--- config.mk ---
export PLATFORM = sky130hd
export DESIGN_NAME = exec_class_wr_tracker
export DESIGN_NICKNAME = d
export VERILOG_FILES = /design/src/rtl/exec_class_wr_tracker_pkg.sv /design/src/rtl/exec_class_wr_tracker_lane_shift.sv /design/src/rtl/exec_class_wr_tracker.sv
export SDC_FILE = /design/constraint.sdc
export NUM_CORES = 1
export LEC_CHECK = 0
export ABC_AREA = 1
export BUFFER_PORTS_ARGS = -buffer_cell sky130_fd_sc_hd__buf_4
export CAP_MARGIN = 15
export CORE_MARGIN = 2
export CORE_UTILIZATION = 50
export DETAILED_ROUTE_END_ITERATION = 8
export GPL_TIMING_DRIVEN = 0
export PLACE_DENSITY = 0.84
export SLEW_MARGIN = 20
export SYNTH_ARGS = -nofsm -noshare
export SYNTH_HDL_FRONTEND = slang
export SYNTH_HIERARCHICAL = 1
export SYNTH_SLANG_ARGS = --single-unit
--- constraint.sdc ---
create_clock -name clk -period 1.5 [get_ports clk]
set_clock_uncertainty 0.15 [all_clocks]
set_input_delay 0.075 -clock clk [delete_from_list [all_inputs] [get_ports clk]]
set_output_delay 0.075 -clock clk [all_outputs]
set_load 0.05 [all_outputs]
--- src/rtl/exec_class_wr_tracker_pkg.sv ---
// Shared CPU types for the write-register broadcast: the wr_reg_info bundle,
// class count, generic Tnew constants and the Tnew ageing helper.
package cpu_types;
  localparam int REG_ADDR_W     = 5;
  localparam int TNEW_W         = 3;
  localparam int EXEC_CLASS_NUM = 4;

  typedef struct packed {
    logic [REG_ADDR_W-1:0] addr;
    logic [TNEW_W-1:0]     Tnew;
  } wr_reg_info;

  localparam logic [TNEW_W-1:0] ALU_GEN = 3'd1;
  localparam logic [TNEW_W-1:0] MEM_GEN = 3'd3;

  // One pipeline step: Tnew counts down and sticks at zero.
  function automatic wr_reg_info age_entry(input wr_reg_info e);
    age_entry = e;
    if (e.Tnew != '0) begin
      age_entry.Tnew = e.Tnew - 1'b1;
    end
  endfunction
endpackage

--- src/rtl/exec_class_wr_tracker_lane_shift.sv ---
// One lane of in-flight writes: an NSTAGE-deep shift of wr_reg_info with
// saturating Tnew decrement, stall hold and flush clear.
module wr_lane_shift
  import cpu_types::*;
#(
  parameter int NSTAGE = 3
) (
  input  logic                    clk,
  input  logic                    reset,
  input  logic                    stall,
  input  logic                    flush,
  input  logic                    in_valid,
  input  wr_reg_info              in_wd,
  output wr_reg_info [NSTAGE-1:0] stage_o
);
  wr_reg_info [NSTAGE-1:0] stage_q;
  wr_reg_info [NSTAGE-1:0] stage_d;

  always_comb begin
    stage_d = stage_q;
    if (flush) begin
      stage_d = '0;
    end else if (!stall) begin
      // An issue to r0 is stored as an all-zero (invalid) entry.
      stage_d[0] = (in_valid && (in_wd.addr != '0)) ? in_wd : '0;
      for (int s = 1; s < NSTAGE; s++) begin
        stage_d[s] = age_entry(stage_q[s-1]);
      end
    end
  end

  always_ff @(posedge clk) begin
    if (reset) begin
      stage_q <= '0;
    end else begin
      stage_q <= stage_d;
    end
  end

  assign stage_o = stage_q;
endmodule

--- src/rtl/exec_class_wr_tracker.sv ---
// Per-execution-class producer of the wr_reg_info wake-up broadcast: two lane
// trackers, the same-cycle way-0 bypass bundle and the pending-write mask.
module exec_class_wr_tracker
  import cpu_types::*;
#(
  parameter int NSTAGE = 3
) (
  input  logic             clk,
  input  logic             reset,
  input  logic [1:0]       issue_valid,
  input  wr_reg_info [1:0] issue_wd,
  input  logic             stall,
  input  logic             flush,
  output wr_reg_info [1:0] wd_o,
  output wr_reg_info       wd_way0_o,
  output logic [31:0]      pending_mask,
  output wr_reg_info [1:0] wb_o
);
  wr_reg_info [NSTAGE-1:0] lane_stage [2];

  generate
    for (genvar gi = 0; gi < 2; gi++) begin : g_lane
      wr_lane_shift #(.NSTAGE(NSTAGE)) u_lane (
        .clk      (clk),
        .reset    (reset),
        .stall    (stall),
        .flush    (flush),
        .in_valid (issue_valid[gi]),
        .in_wd    (issue_wd[gi]),
        .stage_o  (lane_stage[gi])
      );
      assign wd_o[gi] = lane_stage[gi][0];
      assign wb_o[gi] = lane_stage[gi][NSTAGE-1];
    end
  endgenerate

  always_comb begin
    wd_way0_o = '0;
    if (issue_valid[0] && !stall && !flush) begin
      wd_way0_o = issue_wd[0];
    end
  end

  // WAW across lanes or stages needs no priority: the mask is a plain OR.
  always_comb begin
    pending_mask = '0;
    for (int l = 0; l < 2; l++) begin
      for (int s = 0; s < NSTAGE; s++) begin
        if ((lane_stage[l][s].addr != '0) && (lane_stage[l][s].Tnew != '0)) begin
          pending_mask[lane_stage[l][s].addr] = 1'b1;
        end
      end
    end
  end
endmodule

Word level (Yosys, flattened, before mapping):

Cells that the tools add are included.

* output and inout bits: 72
* register bits: 48

* reduce and logical (&&, ||, !) cells: 33
* multiplexer cells: 25
* add/subtract/negate cells: 4
* bitwise gates (word level): 5
* $lt $le $gt $ge: 12

Operators by type and width (number)
* 2-to-1 mux 32 bit: 6
* OR 32 bit: 5
* nonzero test 5 bit: 8
* < comparator 5 x 6 -> 1 bit, second input constant: 6
* demux 1 bit (select 5 bit): 6
* >= comparator 5 x 1 -> 1 bit, second input constant: 6
* 2-to-1 mux 8 bit: 3
* nonzero test 3 bit: 6
* logical AND 1 bit: 16
* 2-to-1 mux 3 bit: 4
* subtractor 3 x 1 -> 3 bit, second input constant: 4
* 2-to-1 mux 1 bit: 6
* zero test 1 bit: 2
* OR reduction 2 bit: 1

Depth between registers and ports, before layout:

* depth after elaboration: 15
* mapped depth: 8

Modules after synthesis:

The synthesis kept the hierarchy.

By module, submodules not included
* exec_class_wr_tracker: instances 1, cells each 531, area an instance 2408.6 um^2
* wr_lane_shift: instances 2, cells each 130, area an instance 1062.3 um^2

Worst setup path before layout:

OpenSTA, ideal clock, no wires.

* path type: register -> output
* from: reg g_lane[0].u_lane.stage_q, in the netlist g_lane[0].u_lane/stage_o[4]
* to: out pending_mask[10]
* data required time: 1275 ps
* data arrival time: 1712 ps
* cell stages (with the launch flop): 7
* setup slack: -437 ps
* cell sequence: dfxtp_1 inv_1 nor2_4 nand2_1 nor3_1 nor2_1 nand3_1

* longest elaborated chain between the ends: 15
* elaborated cells on any way between the ends: 18
* classes of those cells: 2 x order compare; 8 x mux; 5 x bitwise; 3 x reduce/logical

Ends and longest elaborated chain
* from (decl): line exec_class_wr_tracker_lane_shift.sv:16 `wr_reg_info [NSTAGE-1:0] stage_q;`
* from (signal assigned): line exec_class_wr_tracker_lane_shift.sv:36 `stage_q <= stage_d;`
* < comparator 5 x 6 -> 1 bit (implied by the code) / >= comparator 5 x 1 -> 1 bit (equally long branches): line exec_class_wr_tracker.sv:50 `pending_mask[lane_stage[l][s].addr] = 1'b1;`
* logical AND 1 bit (implied by the code): line exec_class_wr_tracker.sv:50
* 2-to-1 mux 1 bit (implied by the code): line exec_class_wr_tracker.sv:50
* demux 1 bit (select 5 bit): line exec_class_wr_tracker.sv:50
* 2-to-1 mux 32 bit *: line exec_class_wr_tracker.sv:49 `if ((lane_stage[l][s].addr != '0) && (lane_stage[l][s].Tnew != '0)) begin`
* OR 32 bit (no source line)
* 2-to-1 mux 32 bit *: line exec_class_wr_tracker.sv:49
* OR 32 bit (no source line)
* 2-to-1 mux 32 bit *: line exec_class_wr_tracker.sv:49
* OR 32 bit (no source line)
* 2-to-1 mux 32 bit *: line exec_class_wr_tracker.sv:49
* OR 32 bit (no source line)
* 2-to-1 mux 32 bit *: line exec_class_wr_tracker.sv:49
* OR 32 bit (no source line)
* 2-to-1 mux 32 bit *: line exec_class_wr_tracker.sv:49
* to (decl): line exec_class_wr_tracker.sv:16 `output logic [31:0] pending_mask,`

Mark *: on every way between the ends. The rest lies on a longest branch, timed or not.

Worst setup path in the final report:

* from: reg g_lane[0].u_lane.stage_q, in the netlist g_lane[0].u_lane/stage_o[14]
* to: out pending_mask[8]

* longest elaborated chain between the ends: 14
* elaborated cells on any way between the ends: 17
* classes of those cells: 2 x order compare; 7 x mux; 5 x bitwise; 3 x reduce/logical

Ends and longest elaborated chain (line)
* < comparator 5 x 6 -> 1 bit (implied by the code) / >= comparator 5 x 1 -> 1 bit (equally long branches): exec_class_wr_tracker.sv:50
* logical AND 1 bit (implied by the code): exec_class_wr_tracker.sv:50
* 2-to-1 mux 1 bit (implied by the code): exec_class_wr_tracker.sv:50
* demux 1 bit (select 5 bit): exec_class_wr_tracker.sv:50
* OR 32 bit (no source line)
* 2-to-1 mux 32 bit *: exec_class_wr_tracker.sv:49
* OR 32 bit (no source line)
* 2-to-1 mux 32 bit *: exec_class_wr_tracker.sv:49
* OR 32 bit (no source line)
* 2-to-1 mux 32 bit *: exec_class_wr_tracker.sv:49
* OR 32 bit (no source line)
* 2-to-1 mux 32 bit *: exec_class_wr_tracker.sv:49
* OR 32 bit (no source line)
* 2-to-1 mux 32 bit *: exec_class_wr_tracker.sv:49

Marks and branches as above.

==> flow_summary.ini <==
[floorplan]
io_pins = 94
row_count = 34
die_x_um = 99.2
core_area_um2 = 8760
die_area_um2 = 9840
start_util_pct = 51.7
die_y_um = 99.2

[power_and_ir_drop]
netSwitchingPower_w = 0.00126
pwr-share-seq_pct = 36.7
swShare_pct = 35.0
irDropWorstVdd_uv = 540
p_leak_nw = 3.50
pwr_density_cell_nw_per_um2 = 461
pwr-share-clk_pct = 32.6
power_w = 0.00359
internal_power_w = 0.00233
power_frac_comb_pct = 30.7

[critical_path]
worst_ep_arrival_time_ns = 1.93
crit_start = g_lane[0].u_lane/stage_o[14]
worst-setup-path-type = reg -> out
required_ns = 1.27
start_kind = flip-flop
worst-path-max-fanout = 6
r2r_start = g_lane[1].u_lane/stage_o[4]
endpoint_kind = primary output

[run_status]
violations = DRC, setup timing
status = finished, violations left

[synth]
synthSimpleGateAreaFrac_pct = 51.1
synth_top_family_by_area = simple AND/OR/NAND/NOR gates
syn_nets = 825
synth_xor_area_share_pct = 0.773
ys_warn_count = 6
ys_ff_latch = 48
synth_fa_ha_area_share_pct = 3.31
netlist_area_um2 = 4530
synth.area.mux_share_pct = 0
synth_cell_types = 27
syn_inst = 791
syn_avg_cell_area_um2 = 5.73
synth_compound_area_share_pct = 11.6
ys_seq_area_share_pct = 21.2

[grt]
grt_start_max_net_pins = 16
grt_use_total_pct = 39.2
antenna_found_initial = 0
grt_pass1_vias = 5935
grt_pass1_wl_mm = 30.7
grt_overflow_total = 0

[drt]
met3_length_mm = 3.58
wire_per_inst_um = 23.2
via_per_inst = 6.70
postRouteAntennaNets = 0
vias = 7253
drtIter0Drc = 1284
met2_length_mm = 10.8
top_layer = met5
first_pass_iters = 9
drc = 199
wl_met1_mm = 8.55
drt_wl_total_mm = 25.2

[cells_and_area]
largest_reg_flops = 48
fillers = 402
drive_above_1_share_pct = 52.9
syn_to_final_growth_pct = 71.7
fin_area_um2 = 7780
antenna_cells = 0
nNetsFinal = 1008
final_cell_mix = buf_4, nand2_1, nor2_1
fin_cells = 1083
final_common_cell = buf_4

[timing]
hold_violations = 0
setup_tns_ns = -14.48
period_share_pct = 143
max_freq_ghz = 0.465
slew_viol_final = 0
rsz0062_at_grt = true
period_minus_slack_ns = 2.15
setup_ws_ns = -0.652
setup_viol_count_final = 38

[worst_hold_path]
min_path_type = in -> reg
hold_path_startpoint = stall

[job]
maxCapViolCount = 0

[clock_network]
cts_tree = yes
clock-sinks = 48
clkLatencyLatePin_ns = 0.31
htreeDepth = 2
clk_pin_slew_ns = 0.11
cts_buffer_depth = 2
cts_root_buf = clkbuf_8
cts_buffers = 5

[place]
place_ws_ns = -0.257
gp_congestion = 0.994
numPlacedInstances = 990
place_area_um2 = 5680
portBuffers = 91
post-dp-hpwl_mm = 13.0
[cell usage after synthesis]
| library cell | n | area share (%) |
|---|---|---|
| nand3_1 | 106 | 12 |
| nand4_1 | 47 | 6.5 |
| or3b_2 | 1 | 0.19 |
| nand2_2 | 11 | 1.5 |
| clkinv_1 | 1 | 0.083 |
| nor2_4 | 8 | 2.0 |
| inv_1 | 89 | 7.4 |
| inv_4 | 2 | 0.28 |
| nor3_1 | 11 | 1.2 |
| nor3_2 | 2 | 0.44 |
| o21ai_0 | 34 | 3.8 |
| conb_1 | 1 | 0.083 |
| nand2_1 | 144 | 12 |
| inv_2 | 13 | 1.1 |
| xnor2_1 | 4 | 0.77 |
| ha_1 | 12 | 3.3 |
| o21ai_1 | 12 | 1.3 |
| a21oi_2 | 20 | 3.9 |
| dfxtp_1 | 48 | 21 |
| nand3_2 | 2 | 0.44 |
| buf_2 | 15 | 1.7 |
| clkbuf_1 | 2 | 0.17 |
| a21oi_1 | 24 | 2.6 |
| nor2_2 | 11 | 1.5 |
| buf_4 | 4 | 0.66 |
| buf_8 | 2 | 0.66 |
| nor2_1 | 165 | 14 |
[critical path, stage by stage (launching register included)]
cell and delay [ns]:
dfxtp_2 0.47, nand2_1 0.16, nor2_1 0.36, nand4_1 0.19, inv_1 0.13, nor2_1 0.07, nand2_2 0.10, buf_8 0.15
[power groups by stage]
stage	sequential (W)	clock, W	combinational [W]
after floorplan	0.00142	0	0.000410
after global placement	0.00135	0	0.000672
after detailed placement	0.00136	0	0.000677
after CTS	0.00132	0.00114	0.000883
after global routing	0.00132	0.00118	0.00113
final	0.00132	0.00117	0.00110
[final timing paths]
| path | to | slack, ns | cells after the start |
|---|---|---|---|
| hold reg to reg | g_lane[1].u_lane/stage_o[21] | 0.37 | 2 |
| setup reg to reg | g_lane[1].u_lane/stage_o[4] | -0.04 | 3 |
| hold / removal | g_lane[1].u_lane/stage_o[10] | 0.08 | 3 |
| setup / recovery | pending_mask[8] | -0.65 | 7 |
[routing by layer]
layer / vias to the layer above / global-route usage [%]
met5: - / 0
met4: 2 / 12.3
met3: 270 / 6.68
met2: 789 / 65.7
met1: 3232 / 51.4
li1: 2960 / -
[cell type report]
cell class                      instances  area, µm²  share of cell area, %
Timing Repair Buffer                  174       1590                   20.4
Inverter                              105        417                   5.35
Sequential cell                        48       1130                   14.5
Clock buffer                            6       72.6                  0.932
Buffer                                 22        200                   2.57
Multi-Input combinational cell        618       4190                   53.8
Tap cell                              108        135                   1.74
Clock inverter                          2       60.1                  0.772
[cells by family (layout without fill, tap and decap cells)]
kind of cell             Yosys count  in the layout
buffers and inverters            128            309
XOR/XNOR                           4              4
adder cells (fa/ha/maj)           12             12
other                              1              1
AO/OA/AOI/OAI                     90             90
flip-flops                        48             48
AND/OR/NAND/NOR                  508            511
[through the flow]
stage          hold slack (ns)  util, %
2_1_floorplan           0.0757        -
3_3_place_gp             0.190     64.8
3_5_place_dp             0.193     64.8
4_1_cts                 0.0223     81.2
5_1_grt                  0.103     88.8
6_report                0.0817     88.8
[timing repair]
item / in CTS / in global routing
setup endpoints to repair: 31 / 48
pin swaps: 47 / 62
gates resized for setup: 239 / 141
buffers inserted: 23 / 24
hold buffers: 28 / 0
cloned: 11 / 0
hold endpoints to repair: 20 / 0
Power figures use the tool's default switching activity.
